==> config.mk <==
export PLATFORM = sky130hd
export DESIGN_NAME = stencil_fill_engine
export DESIGN_NICKNAME = d
export VERILOG_FILES = /design/src/rtl/stencil_fill_engine.sv
export SDC_FILE = /design/constraint.sdc
export NUM_CORES = 1
export LEC_CHECK = 0
export CAP_MARGIN = 20
export CORE_AREA = 2 2 115 117
export CTS_CLUSTER_DIAMETER = 60
export CTS_CLUSTER_SIZE = 25
export DETAILED_ROUTE_END_ITERATION = 16
export DIE_AREA = 0 0 117 119
export MAX_ROUTING_LAYER = met4
export PLACE_DENSITY = 0.72
export SLEW_MARGIN = 0
export SYNTH_ARGS = -nofsm -noshare
export SYNTH_HDL_FRONTEND = slang
export SYNTH_SLANG_ARGS = --single-unit
export TNS_END_PERCENT = 10
==> constraint.sdc <==
create_clock -name clk -period 5.45 [get_ports clk]
set_input_delay 1.3625 -clock clk [delete_from_list [all_inputs] [get_ports clk]]
set_output_delay 1.3625 -clock clk [all_outputs]
set_load 0.02 [all_outputs]
==> src/rtl/stencil_fill_engine.sv <==
// Rectangle fill/clear initiator for the stencil cache: walks a pixel rectangle as
// 16-pixel blocks row by row, issuing one full-mode masked write per block.
module stencil_fill_engine (
  input  logic        clk,
  input  logic        nRST,
  input  logic        start,
  input  logic [9:0]  x0,
  input  logic [8:0]  y0,
  input  logic [10:0] w,
  input  logic [9:0]  h,
  input  logic        fillBit,
  input  logic        writeGrant,
  output logic        busy,
  output logic        done,
  output logic        fullMode,
  output logic        stencilWriteSig,
  output logic [14:0] stencilWriteAdr,
  output logic [15:0] writeValue16,
  output logic [15:0] writeMask16
);

  typedef enum logic [1:0] {StIdle, StFill, StDone} state_e;

  state_e      state_q;
  logic [8:0]  line_q;
  logic [9:0]  lines_left_q;
  logic [6:0]  blk_cnt_q;
  logic [6:0]  blk_last_q;
  logic [5:0]  blk_first_q;
  logic [15:0] m_first_q;
  logic [15:0] m_last_q;
  logic [14:0] adr_q;
  logic [15:0] mask_q;
  logic [15:0] value_q;

  // Geometry decoded at start: last block index of a row and the edge masks.
  logic [11:0] span;
  logic [6:0]  start_last;
  logic [3:0]  xe_lo;
  logic [15:0] start_mfirst;
  logic [15:0] start_mlast;
  logic [15:0] start_mask;

  assign span         = {8'd0, x0[3:0]} + {1'b0, w} - 12'd1;
  assign start_last   = 7'(span >> 4);
  assign xe_lo        = x0[3:0] + w[3:0] - 4'd1;
  assign start_mfirst = 16'hFFFF << x0[3:0];
  assign start_mlast  = 16'hFFFF >> (4'd15 - xe_lo);
  assign start_mask   = (start_last == 7'd0) ? (start_mfirst & start_mlast) : start_mfirst;

  // Next block position after a granted write.
  logic        row_end;
  logic        last_write;
  logic [6:0]  nxt_cnt;
  logic [8:0]  nxt_line;
  logic [5:0]  nxt_col;
  logic [15:0] nxt_mask;

  assign row_end    = (blk_cnt_q == blk_last_q);
  assign last_write = row_end && (lines_left_q == 10'd1);
  assign nxt_cnt    = row_end ? 7'd0 : blk_cnt_q + 7'd1;
  assign nxt_line   = row_end ? line_q + 9'd1 : line_q;
  assign nxt_col    = blk_first_q + 6'(nxt_cnt);

  always_comb begin
    nxt_mask = 16'hFFFF;
    if (nxt_cnt == 7'd0) begin
      nxt_mask = (blk_last_q == 7'd0) ? (m_first_q & m_last_q) : m_first_q;
    end else if (nxt_cnt == blk_last_q) begin
      nxt_mask = m_last_q;
    end
  end

  always_ff @(posedge clk or negedge nRST) begin
    if (!nRST) begin
      state_q      <= StIdle;
      line_q       <= '0;
      lines_left_q <= '0;
      blk_cnt_q    <= '0;
      blk_last_q   <= '0;
      blk_first_q  <= '0;
      m_first_q    <= '0;
      m_last_q     <= '0;
      adr_q        <= '0;
      mask_q       <= '0;
      value_q      <= '0;
    end else begin
      unique case (state_q)
        StIdle: begin
          if (start) begin
            line_q       <= y0;
            lines_left_q <= h;
            blk_cnt_q    <= '0;
            blk_first_q  <= x0[9:4];
            blk_last_q   <= start_last;
            m_first_q    <= start_mfirst;
            m_last_q     <= start_mlast;
            value_q      <= {16{fillBit}};
            adr_q        <= {y0, x0[9:4]};
            mask_q       <= start_mask;
            state_q      <= (w == 11'd0 || h == 10'd0) ? StDone : StFill;
          end
        end
        StFill: begin
          if (writeGrant) begin
            if (last_write) begin
              state_q <= StDone;
            end else begin
              blk_cnt_q <= nxt_cnt;
              line_q    <= nxt_line;
              if (row_end) lines_left_q <= lines_left_q - 10'd1;
              adr_q     <= {nxt_line, nxt_col};
              mask_q    <= nxt_mask;
            end
          end
        end
        StDone: state_q <= StIdle;
        default: state_q <= StIdle;
      endcase
    end
  end

  assign busy            = (state_q == StFill);
  assign stencilWriteSig = (state_q == StFill);
  assign fullMode        = (state_q == StFill);
  assign done            = (state_q == StDone);
  assign stencilWriteAdr = adr_q;
  assign writeMask16     = mask_q;
  assign writeValue16    = value_q;

endmodule

==> metrics.cfg, run 1 <==
[status]
status=finished, final reports clean

[sta]
fin_setup_tns_ps=0
min_period_over_period_pct=84.5
rsz0062_at_grt=false
post-route-min-period_ps=4600
fmax_mhz=217
setup_viol=0
hold_viol_final=0
drv_slew=0
skew_ps=3.82
relSlewSlack_pct=34.0
worstMarginPinSlew_ps=985

[synthesis]
synth.most_common_cell=nand2_1
synth_area_leader_cell=dfrtp_1
synth_edf_count=0
netlist_top_cells_area=dfrtp_1, nand2_1, ha_1
yosys_warnings=0
synth_top_area_share_pct=38.3
synth_area_um2=6210
syn_avg_cell_area_um2=8.60
synth-async-reset-ratio_pct=100
synth-seq-area-share_pct=38.3
syn_inst=722
synth-seq-cells=95
synth_fp_nets=796
synth_cell_type_count=76
yosys-top-cells-count=nand2_1, dfrtp_1, o21ai_0, a21oi_1, nor2_1
synth_top_flop_cell=dfrtp_1

[clock_network]
cts.clk_slew.worst_paths_ps=70
insertion_delay_ps=360
clock-sinks=95
clock-root-buffer=clkbuf_16
numCtsBuffers=9
cts_tree=built
cts_resized=0
cts_max_path_buffers=2
holdBufCountCts=0
post-cts-setup-buffers=0
htreeDepth=3

[pwr]
leakagePower_nw=3.28
vdd_drop_max_uv=245
p_total_w=0.00383
power.density_nw_per_um2=512

[grt]
grt_max_degree=57
track_usage_pct=25.4
grt_pass1_vias=5533
grt_pass1_wl_um=27300
antenna_found_initial=0
grt_overflow=0

[die]
start_util_pct=48.2
rows=42
die-area_um2=13900
die_y_um=119
pin_count=96
fp.dieW_um=117
core_area_um2=12900

[hold_path]
hold_class=reg -> reg

[placement]
portBuffers=95
hpwl_um=12000
routabilityCongestion=0.956

[routing]
firstDrtPassIters=5
final_antenna_net_count=0
routedWlPerCell_um=17.4
dr_total_vias=5701
drcViolationCount=0
viasPerCell=5.90
drt_iter0_drc=544
drt-total-wl_um=16800

[layout]
antennaDiodeCount=0
layout.nets=859
syn2layout_area_growth_pct=20.3
drive_gt1_share_pct=7.09

[run]
max-cap-violations=0

[worst_setup_path]
critPathCaptureType=register
worstSetupPathType=in -> reg
critical_path.max_fanout=11
critPathRequiredTime_ps=5680
cp_data_arrival_time_ps=4830
cp-start-kind=primary input

[worst max-delay path, cell delays in order]
cell and delay (ps):
clkdlybuf4s50_1 760, inv_1 160, ha_1 310, inv_1 50
ha_1 220, a21oi_1 210, o2111ai_2 250, a2111o_1 460
a32oi_2 370, nand4_4 230, a221oi_1 340, o21ai_1 110
[kinds of logic (layout without fill, tap and decap cells)]
family | after synthesis | in the layout | synth area share, %
buf+inv | 94 | 162 | 7.62
fa+ha+maj | 29 | 29 | 6.09
mux | 4 | 4 | 0.685
simple gates | 242 | 242 | 18.5
compound gates | 232 | 232 | 24.2
flops | 95 | 95 | 38.3
xor+xnor | 26 | 26 | 4.60
[cell usage in the layout (no fill, tap or decap), drive strengths merged, types with 7 or more instances in the layout]
master           n
a211oi           7
a21o            12
a21oi           64
a31oi            9
buf             13
clkbuf          11
clkdlybuf4s50   94
dfrtp           95
ha              27
inv             40
nand2          100
nand3           21
nand4           12
nor2            52
nor2b            7
nor3            12
o21ai           80
o22ai            8
o31ai            7
xnor2           14
xor2             8
[through the flow]
stage | area [µm²] | util [%] | std cells | setup WS (ps) | hold slack, ps
floorplan | 6210 | - | 722 | 1200 | 439
global placement | 7150 | 55.5 | 950 | 654 | 451
detailed placement | 7150 | 55.5 | 950 | 510 | 460
CTS | 7470 | 58.0 | 966 | 890 | 476
global route | 7470 | 58.0 | 966 | 663 | 494
finish | 7470 | 58.0 | 966 | 845 | 473
[metal layers]
| metal | global-route usage, % | routed length [µm] |
|---|---|---|
| met1 | 33.9 | 7360 |
| met2 | 39.7 | 8130 |
| met3 | 4.22 | 985 |
| met4 | 7.87 | 306 |
| met5 | - | 0 |
[final cells by class]
class / instances / area (µm²)
fillers: 1171 / 5410
multi-input cells: 533 / 3370
flip-flops and latches: 95 / 2380
repair buffers: 107 / 1040
clock buffers: 11 / 253
well taps: 176 / 220
inverters: 39 / 146
clock inverters: 5 / 65.1
[registers in the layout, indices dropped and copies added, names as in the netlist]
register         flops
blk_cnt_q            7
blk_first_q          6
blk_last_q           7
line_q               9
lines_left_q        10
m_first_q           15
m_last_q            16
state_q              2
stencilWriteAdr      6
writeMask16         16
writeValue16         1
[worst paths after layout]
path	to	cells after the start	slack [ps]	start
worst max-delay path	writeMask16[2]	12	850	x0[1]
worst min-delay path	m_first_q[8]	1	470	m_first_q[8]
worst max register to register	writeMask16[2]	8	1870	blk_cnt_q[0]
worst min register to register	m_first_q[8]	1	470	m_first_q[8]
max in group asynchronous	line_q[6]	2	3380	nRST
min in group asynchronous	stencilWriteAdr[4]	1	1060	nRST
[power by group]
part           total [W]  internal (W)  switching [W]
Sequential       0.00114      0.000920       0.000217
Combinational    0.00201      0.000832        0.00118
Clock           0.000678      0.000385       0.000293
Total            0.00383       0.00214        0.00169
Power figures use the tool's default switching activity.
==> run 2: changes to the inputs <==
Settings changed: PLACE_DENSITY 0.72 to 0.75.
Clock period 5.45 ns to 4.05 ns, I/O delays scaled along.
==> run 2 against run 1 <==
  * Via count grew 1.3%
  * Core utilization up 1.1 points
  * First-iteration DRC count down 19%
  * Critical path type unchanged
  * Largest cell class unchanged
  * Highest routed layer unchanged
==> metrics.cfg, run 2 (same netlist as run 1, synthesis figures left out) <==
[layout]
final_util_pct=59.1  ; +1.1 points
final_cells=983  ; +1.8%
antennaDiodeCount=0  ; unchanged
final_common_cell=nand2_1
drive_gt1_share_pct=8.92  ; +1.8 points
final_area_um2=7610  ; +1.9%
layout.nets=876  ; +2.0%
syn2layout_area_growth_pct=22.5
final_cell_mix=nand2_1, dfrtp_1, clkdlybuf4s50_1

[pwr]
p_total_w=0.00516  ; +35%
vdd_drop_max_uv=352  ; +44%
power.density_nw_per_um2=678  ; +32%
leakagePower_nw=3.36  ; +2.5%

[routing]
dr_total_vias=5775  ; +1.3%
drt_iter0_drc=443  ; -19%
drt-total-wl_um=16600  ; -1.2%
firstDrtPassIters=5  ; unchanged
drcViolationCount=0  ; unchanged
final_antenna_net_count=0  ; unchanged
viasPerCell=5.87  ; -0.45%
routedWlPerCell_um=16.9  ; -2.9%

[die]
rows=42  ; unchanged
start_util_pct=48.2  ; unchanged
pin_count=96  ; unchanged
die_y_um=119  ; unchanged
die-area_um2=13900  ; unchanged
core_area_um2=12900  ; unchanged
fp.dieW_um=117  ; unchanged

[worst_setup_path]
cpMaxStageDelayCell=clkdlybuf4s50_1
crit_family=compound AO/OA/AOI/OAI gates
cp-start-kind=primary input
critical_path.max_fanout=8  ; -3
critPathRequiredTime_ps=4270  ; -1410 ps
critPathMaxStageDelay_ps=470  ; -290 ps
critical_path_buf_inv_count=3  ; unchanged
critPathCaptureType=register
cp_data_arrival_time_ps=4060  ; -770 ps
worstSetupPathType=in -> reg
path_cells=clkdlybuf4s50_1 -> inv_1 -> ha_1 -> inv_1 -> ha_1 -> a21oi_1 -> o2111ai_2 -> a2111o_1 -> a32oi_2 -> nand4_4 -> a221oi_1 -> o21ai_1

[clock_network]
htreeDepth=3  ; unchanged
cts_tree=built
clock-root-buffer=clkbuf_16
numCtsBuffers=9  ; unchanged
cts_resized=0  ; unchanged
clock-sinks=95  ; unchanged
cts_max_path_buffers=2  ; unchanged
cts.clk_slew.worst_paths_ps=70  ; about the same
holdBufCountCts=0  ; unchanged
insertion_delay_ps=340  ; -20 ps
post-cts-setup-buffers=0  ; unchanged

[sta]
min_period_over_period_pct=94.9
fin_hold_ws_ps=477  ; +4.51 ps
worstMarginPinSlew_ps=955  ; -30.2 ps
hold_viol_final=0  ; unchanged
relSlewSlack_pct=36.1  ; +2.2 points
skew_ps=7.43  ; +3.62 ps
post-route-min-period_ps=3840
fmax_mhz=260
rsz0062_at_grt=false
setup_viol=0  ; unchanged
drv_slew=0  ; unchanged

[grt]
grt_pass1_wl_um=26800  ; -1.8%
grt_overflow=0  ; unchanged
track_usage_pct=24.6  ; -0.77 points
antenna_found_initial=0  ; unchanged
grt_pass1_vias=5598  ; +1.2%
grt_max_degree=81  ; +42%

[status]
status=finished, final reports clean

[hold_path]
hold_class=reg -> reg

[run]
max-cap-violations=0  ; unchanged

[placement]
portBuffers=95  ; unchanged
hpwl_um=11900  ; -0.99%
routabilityCongestion=0.898  ; -6.0%
place_area_um2=7270  ; +1.6%
dpl.cell_count=966  ; +1.7%

-- run 2: worst reg2reg max path, delay by kind of cell, from the launching register on --
| family | cells | cell delay, ps |
|---|---|---|
| flip-flops | 1 | 500 |
| multiplexers | 1 | 160 |
| buffers and inverters | 1 | 70 |
| AO/OA/AOI/OAI | 5 | 760 |
| adder cells (fa/ha/maj) | 1 | 270 |
| XOR/XNOR | 2 | 570 |
| AND/OR/NAND/NOR | 3 | 750 |
-- run 2: layout make-up --
cell class	instances	area, µm²
clock inverter	6	75.1
timing repair buffer	124	1190
fill	1133	5270
multi-input combinational	533	3360
inverter	39	146
tap	176	220
clock buffer	10	239
sequential	95	2380
-- run 2: worst paths after layout --
| path | from | end | slack, ps | cells after the start |
|---|---|---|---|---|
| hold / removal | m_first_q[11] | m_first_q[11] | 480 | 1 |
| min in group asynchronous | nRST | blk_first_q[3] | 490 | 1 |
| hold reg to reg | m_first_q[11] | m_first_q[11] | 480 | 1 |
| max in group asynchronous | nRST | m_last_q[8] | 2770 | 3 |
| setup / recovery | x0[2] | writeMask16[2] | 210 | 12 |
| setup reg to reg | blk_cnt_q[3] | stencilWriteAdr[5] | 870 | 13 |
-- run 2: per-layer routing --
| metal | vias up | share of wire, % | global-route usage (%) |
|---|---|---|---|
| met2 | 223 | 49 | 40.2 |
| met5 | - | 0 | - |
| li1 | 2716 | - | - |
| met3 | 35 | 6.1 | 3.66 |
| met4 | 0 | 1.7 | 6.76 |
| met1 | 2801 | 43 | 32.0 |
-- run 2: metrics by stage --
step | TNS (ps) | setup slack, ps
floorplan | 0 | 151
global placement | -40.4 | -19.0
detailed placement | -416 | -87.2
CTS | 0 | 247
global route | 0 | 86.8
finish | 0 | 207
-- run 2: report_power, final --
part / internal [W] / switching [W]
Combinational: 0.00114 / 0.00158
Sequential: 0.00124 / 0.000294
Clock: 0.000506 / 0.000396
